`config.mk`:
```
export PLATFORM = sky130hd
export DESIGN_NAME = uart_tx_ctrl
export DESIGN_NICKNAME = d
export VERILOG_FILES = /design/src/rtl/uart_tx_ctrl.sv
export SDC_FILE = /design/constraint.sdc
export NUM_CORES = 1
export LEC_CHECK = 0
export BUFFER_PORTS_ARGS = -buffer_cell sky130_fd_sc_hd__clkbuf_2
export CORE_MARGIN = 5
export CORE_UTILIZATION = 39
export CTS_CLUSTER_SIZE = 12
export DETAILED_ROUTE_END_ITERATION = 8
export PLACE_DENSITY = 0.76
export SLEW_MARGIN = 20
export SYNTH_ARGS = -nofsm -noshare
export SYNTH_HDL_FRONTEND = slang
export SYNTH_SLANG_ARGS = --single-unit
```
`constraint.sdc`:
```
create_clock -name clk_i -period 1.4 [get_ports clk_i]
set_clock_uncertainty 0.05 [all_clocks]
set_input_delay 0.28 -clock clk_i [delete_from_list [all_inputs] [get_ports clk_i]]
set_output_delay 0.28 -clock clk_i [all_outputs]
set_load 0.01 [all_outputs]
```
`src/rtl/uart_tx_ctrl.sv`:
```
// UART transmit sequencer: accepts one byte per valid/ready handshake and steps the Tx datapath
// through start, data (LSB first), optional parity and 1-2 stop bits. rst_i is async, active-low.
module uart_tx_ctrl #(
  parameter int DATA_SIZE  = 8,
  parameter int CNT_W      = 4,
  parameter int DEF_PERIOD = 15
) (
  input  logic             clk_i,
  input  logic             rst_i,
  input  logic             tx_valid_i,
  output logic             tx_ready_o,
  input  logic             parity_en_i,
  input  logic             stop2_i,
  input  logic [CNT_W-1:0] bit_period_i,
  input  logic [CNT_W-1:0] sampling_cntr_out_i,
  input  logic [2:0]       bits_cntr_out_i,
  output logic             cntr_rst_o,
  output logic [CNT_W-1:0] sampling_end_val_o,
  output logic             data_bits_incr_o,
  output logic             data_w_en_o,
  output logic [1:0]       select_o,
  output logic             busy_o,
  output logic             tx_done_o
);

  typedef enum logic [2:0] {
    S_IDLE, S_START, S_DATA, S_PARITY, S_STOP1, S_STOP2
  } state_e;

  localparam logic [2:0] LAST_IDX = 3'(DATA_SIZE - 1);

  state_e           state_q, state_d;
  logic [CNT_W-1:0] sev_q, sev_d;
  logic             par_q, par_d;
  logic             stop2_q, stop2_d;
  logic             accept;
  logic             bit_end;

  always_ff @(posedge clk_i or negedge rst_i) begin
    if (!rst_i) begin
      state_q <= S_IDLE;
      sev_q   <= CNT_W'(DEF_PERIOD);
      par_q   <= 1'b0;
      stop2_q <= 1'b0;
    end else begin
      state_q <= state_d;
      sev_q   <= sev_d;
      par_q   <= par_d;
      stop2_q <= stop2_d;
    end
  end

  // Ready is gated by reset so nothing is accepted while the block is held in reset.
  assign tx_ready_o         = rst_i & (state_q == S_IDLE);
  assign accept             = tx_valid_i & tx_ready_o;
  assign data_w_en_o        = accept;
  assign busy_o             = (state_q != S_IDLE);
  assign cntr_rst_o         = (state_q != S_IDLE);
  assign sampling_end_val_o = sev_q;
  assign bit_end            = (state_q != S_IDLE) && (sampling_cntr_out_i == sev_q);

  always_comb begin
    state_d          = state_q;
    sev_d            = sev_q;
    par_d            = par_q;
    stop2_d          = stop2_q;
    select_o         = 2'd1;
    data_bits_incr_o = 1'b0;
    tx_done_o        = 1'b0;
    case (state_q)
      S_IDLE: begin
        if (accept) begin
          state_d = S_START;
          sev_d   = bit_period_i;
          par_d   = parity_en_i;
          stop2_d = stop2_i;
        end
      end
      S_START: begin
        select_o = 2'd0;
        if (bit_end) state_d = S_DATA;
      end
      S_DATA: begin
        select_o = 2'd2;
        if (bit_end) begin
          data_bits_incr_o = 1'b1;
          if (bits_cntr_out_i == LAST_IDX) state_d = par_q ? S_PARITY : S_STOP1;
        end
      end
      S_PARITY: begin
        select_o = 2'd3;
        if (bit_end) state_d = S_STOP1;
      end
      S_STOP1: begin
        if (bit_end) begin
          if (stop2_q) begin
            state_d = S_STOP2;
          end else begin
            state_d   = S_IDLE;
            tx_done_o = 1'b1;
          end
        end
      end
      S_STOP2: begin
        if (bit_end) begin
          state_d   = S_IDLE;
          tx_done_o = 1'b1;
        end
      end
      default: state_d = S_IDLE;
    endcase
  end

endmodule

```
==> flow_metrics.env, run 1 <==
export IMPL_area_delta_synth_final_pct=82.1
export IMPL_cts_tree="yes"
export IMPL_path_max_fanout=2
export IMPL_diodes=0
export IMPL_drive_gt1_frac=0.724
export IMPL_violations="setup timing"
export IMPL_yosys_warnings=0
export IMPL_worstPathRequired_ps=1070
export IMPL_report_final_slew_viol_count=0
export IMPL_syn_inst=54
export IMPL_fmax_ghz=0.531
export IMPL_startpoint="sampling_end_val_o[1]"
export IMPL_power_density_nw_per_um2=2340
export IMPL_status="complete, but fails checks"
export IMPL_cp_start_kind="flip-flop"
export IMPL_cts_buffers=3
export IMPL_clk_pin_slew_worst_paths_ps=60
export IMPL_initial_core_util=0.399
export IMPL_finalPower_uw=2510
export IMPL_die_area_sq_um=2380
export IMPL_portBuffers=27
export IMPL_grt_antenna_before_repair=0
export IMPL_wl_um=1760
export IMPL_cp_end_kind="output port"
export IMPL_ys_types=30
export IMPL_drt_initial_drc_count=4
export IMPL_die_y_um=48.8
export IMPL_drc=0
export IMPL_critPathSlowestCell="dfstp_2"
export IMPL_period_share=1.35
export IMPL_root_buffer="clkbuf_4"
export IMPL_syn_area_sq_um=587
export IMPL_leakagePower_uw=0.000528
export IMPL_critPathKind="flip-flop to output port"
export IMPL_max_slew_margin_rel=0.783
export IMPL_die_x_um=48.8
export IMPL_ys_seq_area_frac=0.392
export IMPL_setup_viol=17
export IMPL_grt_pass1_vias=654
export IMPL_htreeDepth=1
export IMPL_firstDrtPassIters=4
export IMPL_grt_max_degree=8
export IMPL_ir_worst_vdd_v=0.00138
export IMPL_fillers=98
export IMPL_syn_area_per_cell_sq_um=10.9
export IMPL_path_cells="xnor2_2, nand4_1, buf_4, nor2b_1, buf_2"
export IMPL_row_count=14
export IMPL_fin_crit_ps=1880
export IMPL_hold_viol=0
export IMPL_ys_ff_latch=9
export IMPL_slowest_delay_ps=570
export IMPL_cts_max_path_buffers=2
export IMPL_cp_top_family="flip-flops"
export IMPL_wire_per_inst_um=14.6
export IMPL_final_cell_mix="16 x clkbuf_2, 16 x buf_4, 14 x buf_6"
export IMPL_worst_pin_slew_ps=325
export IMPL_vias_per_cell=4.84
export IMPL_drtAntennaViolNets=0
export IMPL_vias=586
export IMPL_fin_hold_ws_ps=52.4
export IMPL_maxCapViolCount=0
export IMPL_crit_arrival_ps=1550
export IMPL_core_sq_um=1470
export IMPL_gp_congestion=0.712
export IMPL_path_buf_inv=2
export IMPL_hpwlAfterDp_um=1190
export IMPL_syn_nets=70
export IMPL_final_nets=122
export IMPL_overflow=0
export IMPL_grt_use_total=0.166
export IMPL_num_io_pins=28
export IMPL_r2r_start="state_q[2]"
export IMPL_grt_pass1_wl_um=2950
export IMPL_cts_sinks=9
export IMPL_grt_setup_unrepaired="true"
export IMPL_clock_latency_ps=270
export IMPL_setup_ws_ps=-484
export IMPL_hp_class="input pin to asynchronous set/reset pin"
==> power breakdown <==
part / total [uW] / internal [uW] / switching, uW
Sequential: 583 / 439 / 145
Combinational: 1710 / 1060 / 651
Clock: 211 / 110 / 101
Total: 2510 / 1610 / 896
==> cells in the mapped netlist (all sizes together) <==
cell type	instances	area (sq um)
nor2	2	15.0
o211ai	2	15.0
nor2b	2	12.5
or2	1	6.26
nand4	1	6.26
nor3b	1	7.51
a32o	2	20.0
nand2b	3	18.8
nor4b	1	8.76
dfrtp	5	125
nor3	1	16.3
dfstp	4	105
nand2	1	3.75
a21oi	1	5.00
xor2	1	8.76
a41o	1	10.0
xnor2	4	35.0
inv	3	11.3
and2	2	12.5
o21a	1	7.51
and2b	2	15.0
a22oi	1	7.51
nand3	1	5.00
mux2	6	67.6
mux2i	1	10.0
o21ai	1	5.00
buf	3	26.3
==> sequential cells by signal, summed over array words and instances (netlist names) <==
| signal | flops |
|---|---|
| sampling_end_val_o | 4 |
| state_q | 3 |
| par_q | 1 |
| stop2_q | 1 |
==> worst paths after layout <==
check | slack [ps] | depth (start not counted) | to
worst max-delay path | -480 | 5 | data_bits_incr_o
worst max register to register | -140 | 5 | stop2_q
max in group asynchronous | 570 | 3 | state_q[0]
worst min-delay path | 50 | 2 | sampling_end_val_o[3]
min in group clk_i | 190 | 2 | par_q
worst min register to register | 490 | 1 | par_q
==> stage by stage <==
step	worst slack (ps)	instance area, sq um	setup TNS [ps]	std cells	util
6_report	-484	1070	-3010	121	0.726
5_1_grt	-615	1070	-4200	121	0.726
4_1_cts	-502	981	-2980	118	0.667
3_5_place_dp	-215	845	-915	107	0.574
3_3_place_gp	-159	845	-587	107	0.574
2_1_floorplan	-100	618	-864	54	-
==> kinds of logic after synthesis <==
group	share of synthesized area
mux	0.132
buf+inv	0.0640
simple gates	0.217
xor+xnor	0.0746
compound gates	0.119
flops	0.392
==> final cells by class <==
type	instances	area [sq um]	area share
multi-input cells	39	394	0.369
well taps	16	20.0	0.0187
inverters	3	11.3	0.0105
repair buffers	50	383	0.358
clock buffers	4	26.3	0.0246
flip-flops and latches	9	234	0.219
==> timing repair <==
action,4_1_cts,5_1_grt
setup endpoints to repair,17,21
hold buffers,1,0
pin swaps,3,5
gates resized for setup,14,23
hold endpoints to repair,5,0
buffers inserted,7,6
==> per-layer routing <==
layer,wire length (um),track usage,vias up
met5,0,0,-
met2,934,0.285,19
met3,87,0.0336,4
li1,-,-,292
met4,40,0.121,0
met1,700,0.175,271
No activity file was read; power rests on OpenSTA's default activity.
==> run 2: changes to the inputs <==
--- a/config.mk
+++ b/config.mk
@@ -5,9 +5,10 @@
 export SDC_FILE = /design/constraint.sdc
 export NUM_CORES = 1
 export LEC_CHECK = 0
+export ABC_AREA = 1
 export BUFFER_PORTS_ARGS = -buffer_cell sky130_fd_sc_hd__clkbuf_2
 export CORE_MARGIN = 5
-export CORE_UTILIZATION = 39
+export CORE_UTILIZATION = 40
 export CTS_CLUSTER_SIZE = 12
 export DETAILED_ROUTE_END_ITERATION = 8
 export PLACE_DENSITY = 0.76
==> flow_metrics.env, run 2 <==
export IMPL_layout_commonest_cell="nand2_1"
export IMPL_maxCapViolCount=0
export IMPL_grt_pass1_wl_um=3180
export IMPL_synth_area_mux_share=0
export IMPL_wire_per_inst_um=13.2
export IMPL_synth_edf_count=0
export IMPL_hpwlAfterDp_um=1290
export IMPL_cp_end_kind="output port"
export IMPL_report_final_slew_viol_count=0
export IMPL_wl_um=2090
export IMPL_syn_area_sq_um=623
export IMPL_drc=0
export IMPL_intPower_uw=1360
export IMPL_fillers=95
export IMPL_p_switching_uw=1060
export IMPL_synth_simple_gate_area_frac=0.355
export IMPL_cts_tree="yes"
export IMPL_synth_fa_ha_area_frac=0
export IMPL_max_slew_margin_rel=0.830
export IMPL_startpoint="sampling_end_val_o[2]"
export IMPL_yosys_warnings=0
export IMPL_period_share=1.28
export IMPL_slowest_delay_ps=530
export IMPL_cts_buffers=3
export IMPL_clk_pin_slew_worst_paths_ps=70
export IMPL_critPathSlowestCell="dfstp_2"
export IMPL_leakagePower_uw=0.000605
export IMPL_setup_ws_ps=-392
export IMPL_seqPwrFrac=0.220
export IMPL_diodes=0
export IMPL_hold_start="bit_period_i[0]"
export IMPL_crit_top_cell="nand2_1"
export IMPL_syn_area_per_cell_sq_um=7.00
export IMPL_cts_sinks=9
export IMPL_grt_pass1_vias=745
export IMPL_gp_congestion=0.865
export IMPL_die_y_um=49.5
export IMPL_ys_seq_area_frac=0.369
export IMPL_multi_input_area_sq_um=387
export IMPL_vias=780
export IMPL_grt_use_total=0.166
export IMPL_hold_viol=0
export IMPL_yosysTopAreaCell="dfrtp_1"
export IMPL_overflow=0
export IMPL_initial_core_util=0.418
export IMPL_syn_nets=105
export IMPL_final_nets=159
export IMPL_die_area_sq_um=2450
export IMPL_drive_gt1_frac=0.648
export IMPL_synth_top_family_by_area="simple AND/OR/NAND/NOR gates"
export IMPL_final_cell_mix="22 x nand2_1, 19 x clkbuf_2, 16 x buf_4"
export IMPL_die_x_um=49.5
export IMPL_path_cells="inv_1, nand2_1, nand2_1, nor2_2, nand2_2, a211oi_2, buf_2"
export IMPL_async_flop_share=1.00
export IMPL_place_inst=141
export IMPL_violations="setup timing"
export IMPL_grt_setup_unrepaired="true"
export IMPL_synth_ff_type="dfrtp_1"
export IMPL_crit_arrival_ps=1460
export IMPL_worst_pin_slew_ps=255
export IMPL_area_delta_synth_final_pct=76.3
export IMPL_synth_top_area_frac=0.201
export IMPL_p_clk_frac=0.086
export IMPL_root_buffer="clkbuf_4"
export IMPL_fmax_ghz=0.558
export IMPL_clock_latency_ps=270
export IMPL_ys_types=18
export IMPL_critPathKind="flip-flop to output port"
export IMPL_core_sq_um=1490
export IMPL_row_count=14
export IMPL_layout_cells_non_filler=158
export IMPL_synth_xor_area_share=0
export IMPL_drtAntennaViolNets=0
export IMPL_syn_inst=89
export IMPL_synth_compound_area_frac=0.143
export IMPL_yosys_cell_count_top_type="nand2_1"
export IMPL_worstPathRequired_ps=1070
export IMPL_r2r_start="sampling_end_val_o[2]"
export IMPL_power_density_nw_per_um2=2210
export IMPL_regArea_sq_um=231
export IMPL_combPwrFrac=0.693
export IMPL_synth_top_cells_by_area="dfrtp_1 20%, nand2_1 17%, dfstp_2 17%"
export IMPL_fin_crit_ps=1790
export IMPL_ys_ff_latch=9
export IMPL_ir_worst_vdd_v=0.00122
export IMPL_firstDrtPassIters=4
export IMPL_cp_start_kind="flip-flop"
export IMPL_num_io_pins=28
export IMPL_path_max_fanout=3
export IMPL_largest_reg_flops=4
export IMPL_portBuffers=27
export IMPL_grt_max_degree=10
export IMPL_htreeDepth=1
export IMPL_hp_class="input pin to flip-flop"
export IMPL_setup_viol=13
export IMPL_status="complete, but fails checks"
export IMPL_drt_initial_drc_count=18
export IMPL_synth_common_cells="29 x nand2_1, 16 x inv_1, 6 x nand3_1, 6 x nor2_1"
export IMPL_swShare=0.437
export IMPL_dp_slack_ps=-112
export IMPL_grt_antenna_before_repair=0
export IMPL_cts_max_path_buffers=2
export IMPL_vias_per_cell=4.94
-- run 2: worst paths after layout --
check / endpoint / cells after the start / slack (ps)
setup / recovery: tx_done_o / 7 / -390
hold / removal: sampling_end_val_o[0] / 3 / 140
setup reg to reg: state_q[1] / 11 / -180
hold reg to reg: sampling_end_val_o[2] / 2 / 460
max in group asynchronous: sampling_end_val_o[0] / 3 / 620
min in group asynchronous: stop2_q / 3 / 470
-- run 2: timing repair --
action                                  4_1_cts  5_1_grt
gates resized for setup                      18       32
buffers inserted                             10        3
endpoints found under the hold margin         5        0
endpoints found under the setup margin       10       17
hold buffers                                  1        0
pin swaps                                     5        6
-- run 2: layer usage --
metal,vias up,global-route usage,wire length [um]
met1,368,0.180,813
met5,-,0,0
li1,381,-,-
met3,7,0.0602,128
met4,0,0.0742,50
met2,24,0.285,1090
-- run 2: area by class of cell --
class,instances,share of cell area
multi-input combinational,61,0.352
timing repair buffer,51,0.334
sequential,9,0.211
inverter,17,0.0604
clock buffer,3,0.0205
tap,16,0.0182
clock inverter,1,0.00456
-- run 2: worst max-delay path: cells and delay by family (launching register included) --
family / cells / cell delay (ps)
AO/OA/AOI/OAI: 1 / 140
buffers and inverters: 2 / 210
flip-flops: 1 / 530
AND/OR/NAND/NOR: 4 / 310
-- run 2: power by group through the flow --
stage          clock (uW)  sequential, uW  combinational, uW
2_1_floorplan           0             559                617
3_3_place_gp            0             527               1030
3_5_place_dp            0             534               1060
4_1_cts               212             527               1380
5_1_grt               227             547               1820
6_report              209             534               1680
-- run 2: logic make-up after synthesis --
logic type / after synthesis
flip-flops: 9
buffers and inverters: 19
AO/OA/AOI/OAI: 14
AND/OR/NAND/NOR: 47
-- run 2: per-stage QoR --
stage / cell area [sq um] / TNS, ps / power (uW) / hold slack (ps) / utilization
3_3_place_gp: 847 / -199 / 1560 / 207 / 0.569
2_1_floorplan: 628 / -39.3 / 1180 / -65.6 / -
3_5_place_dp: 847 / -238 / 1590 / 202 / 0.569
5_1_grt: 1100 / -2950 / 2600 / 147 / 0.738
6_report: 1100 / -1960 / 2420 / 139 / 0.738
4_1_cts: 1000 / -1700 / 2120 / 142 / 0.671
==> run 3: changes to the inputs <==
--- a/config.mk
+++ b/config.mk
@@ -12,6 +12,7 @@
 export CTS_CLUSTER_SIZE = 12
 export DETAILED_ROUTE_END_ITERATION = 8
 export PLACE_DENSITY = 0.76
+export RECOVER_POWER = 25
 export SLEW_MARGIN = 20
 export SYNTH_ARGS = -nofsm -noshare
 export SYNTH_HDL_FRONTEND = slang
==> constraint.sdc (replaced) <==
create_clock -name clk_i -period 1.4 [get_ports clk_i]
set_clock_uncertainty 0.05 [all_clocks]
set_input_delay 0.28 -clock clk_i [delete_from_list [all_inputs] [get_ports clk_i]]
set_output_delay 0.28 -clock clk_i [all_outputs]
set_load 0.005 [all_outputs]
==> flow_metrics.env, run 3 (synthesis results as in run 2) <==
export IMPL_status="complete, but fails checks"
export IMPL_violations="setup timing"
export IMPL_initial_core_util=0.418
export IMPL_max_slew_margin_rel=0.819
export IMPL_grt_antenna_before_repair=0
export IMPL_die_x_um=49.5
export IMPL_leakagePower_uw=0.000610
export IMPL_portBuffers=27
export IMPL_fin_hold_ws_ps=162
export IMPL_ir_worst_vdd_v=0.00128
export IMPL_cts_max_path_buffers=2
export IMPL_grt_setup_unrepaired="true"
export IMPL_vias_per_cell=5.15
export IMPL_place_area_sq_um=857
export IMPL_grt_max_degree=11
export IMPL_startpoint="sampling_end_val_o[1]"
export IMPL_maxCapViolCount=0
export IMPL_diodes=0
export IMPL_cts_buffers=3
export IMPL_drt_initial_drc_count=30
export IMPL_area_delta_synth_final_pct=76.9
export IMPL_hold_start="bit_period_i[1]"
export IMPL_fin_area_sq_um=1100
export IMPL_clock_latency_ps=260
export IMPL_largest_reg_flops=4
export IMPL_grt_pass1_vias=747
export IMPL_overflow=0
export IMPL_fin_crit_ps=1830
export IMPL_drive_gt1_frac=0.635
export IMPL_die_area_sq_um=2450
export IMPL_cts_sinks=9
export IMPL_htreeDepth=1
export IMPL_final_cell_mix="22 x nand2_1, 21 x clkbuf_2, 10 x inv_1"
export IMPL_root_buffer="clkbuf_4"
export IMPL_cp_end_kind="output port"
export IMPL_crit_arrival_ps=1500
export IMPL_hold_viol=0
export IMPL_die_y_um=49.5
export IMPL_wl_um=2240
export IMPL_vias=788
export IMPL_hp_class="input pin to flip-flop"
export IMPL_critPathKind="flip-flop to output port"
export IMPL_row_count=14
export IMPL_setup_ws_ps=-428
export IMPL_grt_use_total=0.154
export IMPL_grt_pass1_wl_um=2970
export IMPL_path_cells="inv_2, nand2_1, nand2_1, nor2_2, nand2_2, buf_6, nor2_2, buf_2"
export IMPL_clk_pin_slew_worst_paths_ps=60
export IMPL_finalSetupTns_ps=-2120
export IMPL_path_max_fanout=4
export IMPL_period_share=1.31
export IMPL_final_nets=154
export IMPL_core_sq_um=1490
export IMPL_final_util=0.740
export IMPL_report_final_slew_viol_count=0
export IMPL_worst_pin_slew_ps=272
export IMPL_path_buf_inv=3
export IMPL_r2r_start="state_q[1]"
export IMPL_num_io_pins=28
export IMPL_cts_tree="yes"
export IMPL_critPathSlowestCell="dfstp_2"
export IMPL_drtAntennaViolNets=0
export IMPL_worstPathRequired_ps=1070
export IMPL_wire_per_inst_um=14.6
export IMPL_setup_viol=15
export IMPL_firstDrtPassIters=4
export IMPL_finalPower_uw=2330
export IMPL_layout_commonest_cell="nand2_1"
export IMPL_gp_congestion=0.864
export IMPL_cp_top_family="flip-flops"
export IMPL_fmax_ghz=0.547
export IMPL_hpwlAfterDp_um=1350
export IMPL_slowest_delay_ps=560
export IMPL_cp_start_kind="flip-flop"
export IMPL_power_density_nw_per_um2=2110
export IMPL_drc=0
[run 3: power by group]
group	internal (uW)	leakage [uW]	switching [uW]
registers	426	0.000103	126
clock network	110	0.0000150	87.6
logic	754	0.000492	824
total	1290	0.000610	1040
[run 3: final timing paths]
kind	to	depth (start not counted)	slack, ps
min in group asynchronous	state_q[2]	3	530
worst max register to register	state_q[1]	9	-150
worst min register to register	sampling_end_val_o[3]	2	430
worst min-delay path	sampling_end_val_o[1]	3	160
max in group asynchronous	sampling_end_val_o[0]	3	450
worst max-delay path	data_bits_incr_o	8	-430
[run 3: worst min-delay path, delay by kind of cell]
kind | cells | cell delay (ps)
AND/OR/NAND/NOR | 1 | 50
buffers and inverters | 1 | 80
AO/OA/AOI/OAI | 1 | 60
[run 3: timing repair]
item	in CTS	in global routing
buffers inserted	2	3
pin swaps	4	11
resized for setup	14	42
setup endpoints to repair	11	17
gates cloned	0	1
hold endpoints to repair	5	5
hold buffers	1	1
[run 3: routing by layer]
layer / part of all wire / wire [um] / up-vias / global-route usage
met5: 0 / 0 / - / 0
met2: 0.55 / 1230 / 36 / 0.268
met1: 0.37 / 836 / 371 / 0.162
met4: 0.018 / 41 / 0 / 0.0655
met3: 0.058 / 129 / 6 / 0.0602
li1: - / - / 375 / -
[run 3: cell type report]
cell class | instances | area [sq um]
Clock buffer | 4 | 26.3
Fill cell | 105 | 387
Inverter | 17 | 66.3
Multi-Input combinational cell | 61 | 425
Sequential cell | 9 | 231
Tap cell | 16 | 20.0
Timing Repair Buffer | 46 | 333
[run 3: stage by stage]
step | instances | setup slack, ps
finish | 153 | -428
global route | 153 | -484
CTS | 150 | -399
detailed placement | 143 | -121
global placement | 143 | -132
floorplan | 89 | 5.08
